--- config.mk ---
export PLATFORM = sky130hd
export DESIGN_NAME = pet_input_frontend
export DESIGN_NICKNAME = d
export VERILOG_FILES = /design/src/rtl/pet_input_frontend.sv
export SDC_FILE = /design/constraint.sdc
export NUM_CORES = 1
export LEC_CHECK = 0
export ABC_CLOCK_PERIOD_IN_PS = 4900
export CAP_MARGIN = 20
export CORE_ASPECT_RATIO = 1.75
export CORE_MARGIN = 2
export CORE_UTILIZATION = 55
export DETAILED_ROUTE_END_ITERATION = 10
export DONT_BUFFER_PORTS = 1
export PLACE_DENSITY = 0.76
export SYNTH_ARGS = -nofsm -noshare
export SYNTH_HDL_FRONTEND = slang
export SYNTH_SLANG_ARGS = --single-unit
--- constraint.sdc ---
create_clock -name clk -period 4.9 [get_ports clk]
set_input_delay 1.225 -clock clk [delete_from_list [all_inputs] [get_ports clk]]
set_output_delay 1.225 -clock clk [all_outputs]
set_load 0.01 [all_outputs]
--- src/rtl/pet_input_frontend.sv ---
// pet_input_frontend: synchronise/debounce buttons and LDR, detect test hold, run the ultrasonic ranger.
// Optional build macro PET_BTN_AUTOREPEAT_EN adds hold-to-repeat pulses on the feed and heal buttons.
module pet_input_frontend #(
    parameter int DEBOUNCE_CYCLES = 1_000_000,
    parameter int HOLD_CYCLES     = 100_000_000,
    parameter int TRIG_CYCLES     = 500,
    parameter int PERIOD_CYCLES   = 3_000_000,
    parameter int NEAR_CYCLES     = 29_000,
    parameter int ECHO_TIMEOUT    = 1_500_000
`ifdef PET_BTN_AUTOREPEAT_EN
    , parameter int REPEAT_CYCLES = 25_000_000
`endif
) (
    input  logic clk,
    input  logic rst,
    input  logic btn_feed_n,
    input  logic btn_heal_n,
    input  logic btn_state_n,
    input  logic btn_test_n,
    input  logic ldr_dark,
    input  logic echo_in,
    output logic trig,
    output logic feeding,
    output logic healing,
    output logic change_state,
    output logic test,
    output logic light_out,
    output logic echo_sig
);
    localparam int DW = $clog2(DEBOUNCE_CYCLES + 1);
    localparam int HW = $clog2(HOLD_CYCLES + 1);
    localparam int TW = $clog2(TRIG_CYCLES + 1);
    localparam int PW = $clog2(PERIOD_CYCLES + 1);
    localparam int EW = $clog2(ECHO_TIMEOUT + 1);
    // pin levels when nothing is happening: {echo, ldr, test, state, heal, feed}
    localparam logic [5:0] IDLE_LVL = 6'b001111;
    localparam logic [1:0] S_IDLE = 2'd0, S_TRIG = 2'd1, S_WAIT = 2'd2, S_MEAS = 2'd3;

    logic [5:0] sync1, sync2;
    logic [4:0] active, level, armed;
    logic [3:0] edgePrev, rose;
    logic [1:0] settle, repFire;
    logic [DW-1:0] dbCnt [5];
    logic [HW-1:0] testHold;
    logic testHeld, testDone;
    logic [1:0] state;
    logic [PW-1:0] periodCnt;
    logic [TW-1:0] trigCnt;
    logic [EW-1:0] echoCnt;
    logic echoNow, echoPrev, echoRise, periodWrap, nearFlag, resValid, resNear;

    // two-flop synchroniser, loading the idle pin levels in reset
    always_ff @(posedge clk or negedge rst) begin
        if (!rst) begin
            sync1 <= IDLE_LVL;
            sync2 <= IDLE_LVL;
        end else begin
            sync1 <= {echo_in, ldr_dark, btn_test_n, btn_state_n, btn_heal_n, btn_feed_n};
            sync2 <= sync1;
        end
    end

    assign active = sync2[4:0] ^ IDLE_LVL[4:0];

    // counts the synchroniser flush after reset so arming sees real pin levels
    always_ff @(posedge clk or negedge rst) begin
        if (!rst) settle <= '0;
        else if (settle != 2'd3) settle <= settle + 2'd1;
    end

    // debounce each channel; a channel arms only once seen released after reset,
    // so a press held through reset never produces a pulse
    always_ff @(posedge clk or negedge rst) begin
        if (!rst) begin
            for (int i = 0; i < 5; i++) dbCnt[i] <= '0;
            level <= '0;
            armed <= '0;
            edgePrev <= '0;
        end else begin
            edgePrev <= {level[4], level[2:0]};
            armed <= armed | ({5{settle == 2'd3}} & ~level & ~active);
            for (int i = 0; i < 5; i++)
                if (active[i] == level[i]) dbCnt[i] <= '0;
                else if (dbCnt[i] == DW'(DEBOUNCE_CYCLES - 1)) begin
                    dbCnt[i] <= '0;
                    level[i] <= active[i];
                end else dbCnt[i] <= dbCnt[i] + DW'(1);
        end
    end

    assign rose = {level[4], level[2:0]} & ~edgePrev & {armed[4], armed[2:0]};
    assign testHeld = level[3] & armed[3];

    // saturating hold timer for the test button; testDone blocks a second pulse until release
    always_ff @(posedge clk or negedge rst) begin
        if (!rst) begin
            testHold <= '0;
            testDone <= 1'b0;
        end else begin
            testHold <= !testHeld ? '0 : testHold == HW'(HOLD_CYCLES) ? testHold : testHold + HW'(1);
            testDone <= testHeld & (testDone | testHold == HW'(HOLD_CYCLES));
        end
    end

`ifdef PET_BTN_AUTOREPEAT_EN
    localparam int RW = $clog2(REPEAT_CYCLES + 1);
    logic [HW-1:0] repHold [2];
    logic [RW-1:0] repCnt [2];

    // feed/heal repeat fires once the hold time is reached and then every repeat interval
    always_comb begin
        repFire = '0;
        for (int i = 0; i < 2; i++)
            repFire[i] = level[i] & armed[i] & repHold[i] == HW'(HOLD_CYCLES) & repCnt[i] == '0;
    end

    // hold timer then modular repeat interval counter, both cleared on release
    always_ff @(posedge clk or negedge rst) begin
        if (!rst) begin
            for (int i = 0; i < 2; i++) begin
                repHold[i] <= '0;
                repCnt[i] <= '0;
            end
        end else begin
            for (int i = 0; i < 2; i++)
                if (!(level[i] & armed[i])) begin
                    repHold[i] <= '0;
                    repCnt[i] <= '0;
                end else if (repHold[i] != HW'(HOLD_CYCLES)) repHold[i] <= repHold[i] + HW'(1);
                else repCnt[i] <= repCnt[i] == RW'(REPEAT_CYCLES - 1) ? '0 : repCnt[i] + RW'(1);
        end
    end
`else
    assign repFire = '0;
`endif

    // registered one-cycle event pulses
    always_ff @(posedge clk or negedge rst) begin
        if (!rst) begin
            feeding <= 1'b0;
            healing <= 1'b0;
            change_state <= 1'b0;
            test <= 1'b0;
            light_out <= 1'b0;
        end else begin
            feeding <= rose[0] | repFire[0];
            healing <= rose[1] | repFire[1];
            change_state <= rose[2];
            test <= testHeld & testHold == HW'(HOLD_CYCLES) & ~testDone;
            light_out <= rose[3];
        end
    end

    assign echoNow = sync2[5];
    assign echoRise = echoNow & ~echoPrev;
    assign periodWrap = periodCnt == PW'(PERIOD_CYCLES - 1);
    assign trig = state == S_TRIG;

    // a measurement ends on echo timeout (far) or echo fall (near when short enough)
    always_comb begin
        resValid = (state == S_WAIT && !echoRise && echoCnt == EW'(ECHO_TIMEOUT - 1)) ||
                   (state == S_MEAS && (!echoNow || echoCnt == EW'(ECHO_TIMEOUT - 1)));
        resNear = state == S_MEAS && !echoNow && echoCnt < EW'(NEAR_CYCLES);
    end

    // ranger sequencing: trigger on each period wrap, time the echo, flag far-to-near
    always_ff @(posedge clk or negedge rst) begin
        if (!rst) begin
            state <= S_IDLE;
            periodCnt <= '0;
            trigCnt <= '0;
            echoCnt <= '0;
            echoPrev <= 1'b0;
            nearFlag <= 1'b0;
            echo_sig <= 1'b0;
        end else begin
            echoPrev <= echoNow;
            periodCnt <= periodWrap ? '0 : periodCnt + PW'(1);
            echo_sig <= resValid & resNear & ~nearFlag;
            if (resValid) nearFlag <= resNear;
            case (state)
                S_IDLE: begin
                    trigCnt <= '0;
                    echoCnt <= '0;
                    if (periodWrap) state <= S_TRIG;
                end
                S_TRIG: begin
                    trigCnt <= trigCnt + TW'(1);
                    if (trigCnt == TW'(TRIG_CYCLES - 1)) state <= S_WAIT;
                end
                S_WAIT: begin
                    echoCnt <= echoRise ? '0 : echoCnt + EW'(1);
                    state <= echoRise ? S_MEAS : resValid ? S_IDLE : S_WAIT;
                end
                default: begin
                    echoCnt <= echoCnt + EW'(1);
                    if (resValid) state <= S_IDLE;
                end
            endcase
        end
    end
endmodule

==> results by group, run 1 <==
Setup path
  • Worst EP arrival: roughly 2 ns
  • Critical path class: flip-flop to output pin
  • Req. time, crit path: 3.67 ns
  • CP max FO: 21
  • CP endpoint kind: output pin
  • Critical path launch point type: flip-flop

Synthesis
  • Syn Inst Count: around 1100
  • Number of flops mapped to enable cells by yosys: 0
  • Post-synthesis xor/xnor area fraction: 0.0748
  • Async SR Flop Fraction: 1.00
  • Seq/Total Area, Yosys: 0.513
  • Mapped Area: 10700 sq um
  • #FFs+latches synth: ~220
  • Post-synth net total: around 1100
  • Ys Warns: 0
  • Adder-cell share of the synthesized area: 0.0129
  • Top cells by area, synth: dfrtp_1 (49%), xnor2_1 (5.3%), nand3_1 (3.4%)
  • Synth Area in Compound Gates: 0.101
  • Mux cell area share after synthesis: 0.0106
  • Post-synth cell types: 63
  • Largest family of logic cells by synthesized area: simple AND/OR/NAND/NOR gates
  • Synth Area per Inst: about 10 sq um
  • Biggest area consumer among synthesized cells: dfrtp_1
  • Top_reg_cell synth: dfrtp_1
  • Synth top area share: 0.493
  • Synth Area in Simple Gates: 0.258

Hold path
  • Hold Path Class: flip-flop to flip-flop

Clocking
  • Post-CTS setup buffers: 0
  • TritonCTS clock tree: built
  • Clock sink count: between 200 and 250
  • Clock Tree Root: clkbuf_16
  • Clock transition at path regs: around 0.06 ns
  • Worst-skew pair later-pin latency: 0.51 ns
  • H-tree Lvls: 1
  • CTS max path bufs: 3
  • Post-CTS Hold Fix Bufs: 0
  • TritonCTS buffer count: 21
  • Post_cts resized: 0

Routing
  • Total Wirelength: 20500 um
  • Avg WL per Cell: 15.7 um
  • First-pass DRT Iterations: 4
  • Drt via density: 5.97
  • Via Count: a little under 8000
  • DR iter-0 viols: 431
  • Post-route ant nets: 0
  • DRC violations left: 0

Placement
  • Hpwl dp: 13600 um
  • Gp weighted congestion: around 0.84
  • IO buf count: 0
  • DP Area: 10800 sq um

Global routing
  • Total gr overflow: 0
  • Largest net degree at the start of global routing: between 200 and 250
  • First-pass GRT wire length: between 30000 and 40000 um
  • Total Routing Usage GR: 0.212
  • Initial antenna violation count: 0
  • Vias in the first global route: 7875

Pwr
  • Sw Share: 0.205
  • Clock power frac: 0.475
  • Comb power frac: 0.012
  • Peak supply drop: ~0.3 mV
  • Pwr Total: around 3.6 mW
  • Seq pwr share: 0.513
  • Static Leak: about 4.5 nW
  • P_int: about 2.8 mW
  • PD cells: between 300 and 400 nW/um^2
  • P_sw: 733 uW

Timing
  • Max-slew violation count: 0
  • Post-Route Setup TNS: 0 ns
  • Period minus WS final: approximately 3.2 ns
  • Worst slew margin: 0.448
  • Measured slew at the worst slew-check pin: slightly above 0.8 ns
  • Fin crit share: 0.655
  • Worst Clk Skew: approximately 0.019 ns
  • Hold Violations, Final: 0
  • Finish-stage setup viols: 0
  • Final Hold Slack: 0.355 ns
  • RSZ-0062 raised after global routing: false
  • Maximum clock frequency: 0.312 GHz

Finish
  • Util after Layout: 0.602
  • Share of cells above drive strength 1: 0.0879
  • Most common cell after layout, fill and taps aside: dfrtp_1
  • Most frequent cells in the layout: dfrtp_1 (210), nor2_1 (82), nand2_1 (73), nand3_1 (72), a21oi_1 (66)
  • Number of diodes: 0
  • Design area: 11500 sq um
  • Area grow syn2layout: 8.05%
  • Nets: approximately 1100

Die
  • Starting Density: 0.557
  • Top-Level Pins: 15
  • Die area: 20500 sq um
  • Num rows: 67
  • Die Height: approximately 190 um
  • Core area: approximately 19000 sq um
  • Die Width: 109 um

Flow run
  • Max_cap viols: 0

Outcome
  • Result of the run: completed
power groups by stage:
stage | Combinational (mW) | Clock [mW] | Sequential (mW)
after floorplan | 0.0395 | 0 | 1.86
after global placement | 0.0439 | 0 | 1.86
after detailed placement | 0.0450 | 0 | 1.87
after CTS | 0.0454 | 1.75 | 1.83
after global routing | 0.0521 | 1.81 | 1.83
final | 0.0446 | 1.70 | 1.83
sequential cells by signal (all words and copies together) (netlist names):
register and count:
periodCnt 22, level 5, state 2, testDone 1, echoPrev 1, change_state 1
test 1, healing 1, sync1 6, light_out 1, edgePrev 4, settle 2
armed 5, echoCnt 21, testHold 27, trigCnt 9, dbCnt 100, sync2 6
feeding 1, nearFlag 1, echo_sig 1
area by class of cell:
cell class / instances / area (sq um)
clock buffers: 26 / 584
clock inverters: 11 / 136
fillers: 1637 / 7610
inverters: 36 / 135
multi-input cells: 776 / 4860
flip-flops and latches: 218 / 5470
well taps: 241 / 302
repair buffers: 3 / 22.5
cell families (layout without fill, tap and decap cells):
kind of cell,count (synthesis),count (layout)
adders and majority gates,11,11
xor gates and xnor gates,91,91
buffers and inverters,75,76
DFF,218,218
AOI/OAI and AO/OA,173,173
and+or+nand+nor,490,490
muxes,11,11
through the flow:
| step | std cells | setup WS, ns |
|---|---|---|
| floorplan | 1069 | 2.72 |
| global placement | 1274 | 2.30 |
| detailed placement | 1274 | 2.25 |
| CTS | 1311 | 1.71 |
| global route | 1311 | 1.55 |
| finish | 1311 | 1.69 |
layer usage:
metal  track usage  wire length [um]  up-vias  share of wire
li1              -                 -     3831              -
met1         0.259              8500     3868           0.41
met2         0.382             11000       87           0.53
met3        0.0209               445       44          0.022
met4        0.0769               612        0          0.030
met5             0                 0        -              0
cell usage after synthesis, drive strengths merged, types with 27 or more instances:
| master | count |
|---|---|
| dfrtp | 210 |
| nor2 | 102 |
| nand2 | 73 |
| nand3 | 73 |
| a21oi | 66 |
| xnor2 | 65 |
| o21ai | 45 |
| or3 | 43 |
| or4 | 38 |
| inv | 35 |
| o31ai | 32 |
| clkbuf | 31 |
| nand4 | 30 |
| nor3 | 27 |
worst max-delay path, cell delays in order, from the launching register on:
cell and delay [ns]:
dfrtp_1 0.71, nand2b_1 0.40, clkinv_1 0.37
final timing paths:
path	to	slack [ns]	cells after the start	from
worst max-delay path	trig	1.69	2	state[1]$_DFFE_PN0P_
worst min-delay path	sync2[4]$_DFF_PN0_	0.35	0	sync1[4]$_DFF_PN0_
worst max register to register	dbCnt[83]$_DFF_PN0_	2.57	4	dbCnt[92]$_DFF_PN0_
worst min register to register	sync2[4]$_DFF_PN0_	0.35	0	sync1[4]$_DFF_PN0_
max in group asynchronous	sync2[1]$_DFF_PN1_	4.07	0	rst
min in group asynchronous	dbCnt[47]$_DFF_PN0_	0.41	0	rst
Note: power is estimated with default switching activity, not from simulation.
==> inputs of run 2 (changes only) <==
--- a/config.mk
+++ b/config.mk
@@ -5,14 +5,14 @@
 export SDC_FILE = /design/constraint.sdc
 export NUM_CORES = 1
 export LEC_CHECK = 0
-export ABC_CLOCK_PERIOD_IN_PS = 4900
+export ABC_CLOCK_PERIOD_IN_PS = 2700
 export CAP_MARGIN = 20
 export CORE_ASPECT_RATIO = 1.75
 export CORE_MARGIN = 2
 export CORE_UTILIZATION = 55
 export DETAILED_ROUTE_END_ITERATION = 10
 export DONT_BUFFER_PORTS = 1
-export PLACE_DENSITY = 0.76
+export PLACE_DENSITY = 0.79
 export SYNTH_ARGS = -nofsm -noshare
 export SYNTH_HDL_FRONTEND = slang
 export SYNTH_SLANG_ARGS = --single-unit
==> constraint.sdc (replaced) <==
create_clock -name clk -period 2.7 [get_ports clk]
set_input_delay 0.675 -clock clk [delete_from_list [all_inputs] [get_ports clk]]
set_output_delay 0.675 -clock clk [all_outputs]
set_load 0.01 [all_outputs]
==> run 2 against run 1 <==
Compared with the run above:
- the flow now finishes with violations (hold timing)
- combinational power is 93% higher
- non-clock buffer count increased by 4
- critical path depth increased by 3
- die area stayed put
- sequential share of layout area down 0.29 points
==> results by group, run 2 (synthesis gave the netlist of run 1 again) <==
Finish
  • Most frequent cells in the layout: dfrtp_1 (210), nor2_1 (82), nand2_1 (73), nand3_1 (72), a21oi_1 (66) (unchanged)
  • Number of flip-flops in the largest register: 100 (unchanged)
  • Biggest regs: dbCnt (100), testHold (27), periodCnt (22) (unchanged)
  • Number of diodes: 0 (unchanged)
  • Final cell count without fillers: 1315 (was 1311)
  • Area grow syn2layout: 8.72% (was 8.05%)
  • Share of cells above drive strength 1: 0.0885 (was 0.0879)
  • Nets: 1079 (was 1075)
  • Largest register by flop count: dbCnt (unchanged)
  • Most common cell after layout, fill and taps aside: dfrtp_1 (unchanged)

Setup path
  • Worst path slowest cell: or4_4 (was dfrtp_1)
  • Worst EP arrival: 2.60 ns (was 1.98 ns)
  • Max stage delay on crit path: 0.57 ns (was 0.71 ns)
  • Req. time, crit path: 3.08 ns (was 3.67 ns)
  • Critical path class: flip-flop to flip-flop (was flip-flop to output pin)
  • CP Buf/Inv Count: 1 (unchanged)
  • Setup slack, reg-to-reg: 0.48 ns (was 2.57 ns)
  • CP Cell Sequence: or4_1 > or4_4 > o21ai_4 > buf_12 > nor2_1 (was nand2b_1 > clkinv_1)
  • CP max FO: 10 (was 21)
  • CP endpoint kind: flip-flop (was output pin)
  • Critical path launch point type: flip-flop (unchanged)
  • CP top delay family: simple AND/OR/NAND/NOR gates (was flip-flops)

Clocking
  • H-tree Lvls: 1 (unchanged)
  • TritonCTS buffer count: 21 (unchanged)
  • Clock transition at path regs: 0.06 ns (about the same)
  • CTS max path bufs: 3 (unchanged)
  • Clock Tree Root: clkbuf_16 (unchanged)
  • TritonCTS clock tree: built (unchanged)
  • Worst-skew pair later-pin latency: 0.49 ns (was 0.51 ns)
  • Clock sink count: 218 (unchanged)

Placement
  • Gp weighted congestion: 0.865 (was 0.842)
  • IO buf count: 0 (unchanged)
  • Hpwl dp: 13800 um (was 13600 um)
  • Placed Cells: 1278 (was 1274)
  • Setup WS pre-CTS: 0.486 ns (was 2.25 ns)

Hold path
  • Hold Path Class: input port to async pin (was flip-flop to flip-flop)

Global routing
  • First-pass GRT wire length: 35900 um (was 36300 um)
  • Initial antenna violation count: 0 (unchanged)
  • Largest net degree at the start of global routing: 219 (unchanged)
  • Total gr overflow: 0 (unchanged)
  • Total Routing Usage GR: 0.209 (was 0.212)
  • Vias in the first global route: 7959 (was 7875)

Pwr
  • Static Leak: 4.51 nW (was 4.49 nW)
  • Peak supply drop: 0.544 mV (was 0.300 mV)
  • PD cells: 569 nW/um^2 (was 310 nW/um^2)
  • Pwr Total: 6.59 mW (was 3.57 mW)

Routing
  • DRC violations left: 0 (unchanged)
  • Total Wirelength: 20500 um (about the same)
  • First-pass DRT Iterations: 5 (was 4)
  • Drt via density: 5.99 (was 5.97)
  • Avg WL per Cell: 15.6 um (was 15.7 um)
  • DR iter-0 viols: 443 (was 431)
  • Post-route ant nets: 0 (unchanged)
  • Via Count: 7877 (was 7830)

Die
  • Starting Density: 0.557 (unchanged)
  • Num rows: 67 (unchanged)
  • Die Width: 109 um (unchanged)
  • Top-Level Pins: 15 (unchanged)
  • Core area: 19100 sq um (unchanged)
  • Die area: 20500 sq um (unchanged)
  • Die Height: 188 um (unchanged)

Outcome
  • Result of the run: complete, but fails checks (was completed)
  • Failing checks: hold timing

Flow run
  • Max_cap viols: 0 (unchanged)

Timing
  • Worst Clk Skew: 0.00918 ns (was 0.0190 ns)
  • Final setup margin: 0.483 ns (was 1.69 ns)
  • Period minus WS final: between 2 and 2.5 ns
  • Post-Route Setup TNS: 0 ns (unchanged)
  • Measured slew at the worst slew-check pin: 1.06 ns (was 0.828 ns)
  • Maximum clock frequency: 0.451 GHz
  • Fin crit share: 0.821
  • Finish-stage setup viols: 0 (unchanged)
  • Max-slew violation count: 0 (unchanged)
  • Hold Violations, Final: 172 (was 0)
  • RSZ-0062 raised after global routing: false (unchanged)
  • Final Hold Slack: -0.112 ns (was 0.355 ns)
  • Worst slew margin: 0.295 (was 0.448)
-- run 2: cell count changes in the layout (fill, tap and decap cells not counted), sizes merged --
| cell | change |
|---|---|
| clkinv | -5 |
| clkbuf | +4 |
| inv | -1 |
| bufinv | +1 |
| clkinvlp | +1 |
| buf | +4 |
-- run 2: per-layer routing --
metal | vias to the layer above | global-route usage | part of all wire
met3 | 53 | 0.0250 | 0.024
met1 | 3885 | 0.246 | 0.40
met2 | 94 | 0.383 | 0.55
li1 | 3845 | - | -
met5 | - | 0 | 0
met4 | 0 | 0.0764 | 0.030
-- run 2: path summary, 6_finish.rpt --
path	startpoint	to	depth (start not counted)
min in group clk	btn_test_n	sync1[3]$_DFF_PN1_	0
setup reg to reg	dbCnt[12]$_DFF_PN0_	dbCnt[3]$_DFF_PN0_	5
max in group asynchronous	rst	echoCnt[1]$_DFFE_PN0N_	0
hold / removal	rst	dbCnt[69]$_DFF_PN0_	0
hold reg to reg	sync1[4]$_DFF_PN0_	sync2[4]$_DFF_PN0_	0
setup / recovery	dbCnt[12]$_DFF_PN0_	dbCnt[3]$_DFF_PN0_	5
-- run 2: per-stage QoR --
step	utilization	cell area [sq um]	hold slack [ns]
3_5_place_dp	0.567	10800	0.341
6_report	0.606	11600	-0.112
3_3_place_gp	0.567	10800	0.332
5_1_grt	0.606	11600	-0.137
4_1_cts	0.606	11600	-0.140
2_1_floorplan	-	10700	0.331
-- run 2: where the power goes --
group | switching [mW] | internal, mW
Combinational | 0.0537 | 0.0323
Sequential | 0.0273 | 3.30
Clock | 1.22 | 1.95
Total | 1.30 | 5.28
-- run 2: timing repair --
item / in CTS / in global routing
hold endpoints to repair: 210 / 210
gates resized for setup: 0 / 0
buffers inserted: 0 / 0
-- run 2: area by class of cell --
type,instances,area [sq um]
multi-input combinational,776,4860
clock buffer,30,609
fill,1629,7530
timing repair buffer,7,65.1
inverter,36,135
tap,241,302
sequential,218,5470
clock inverter,7,140
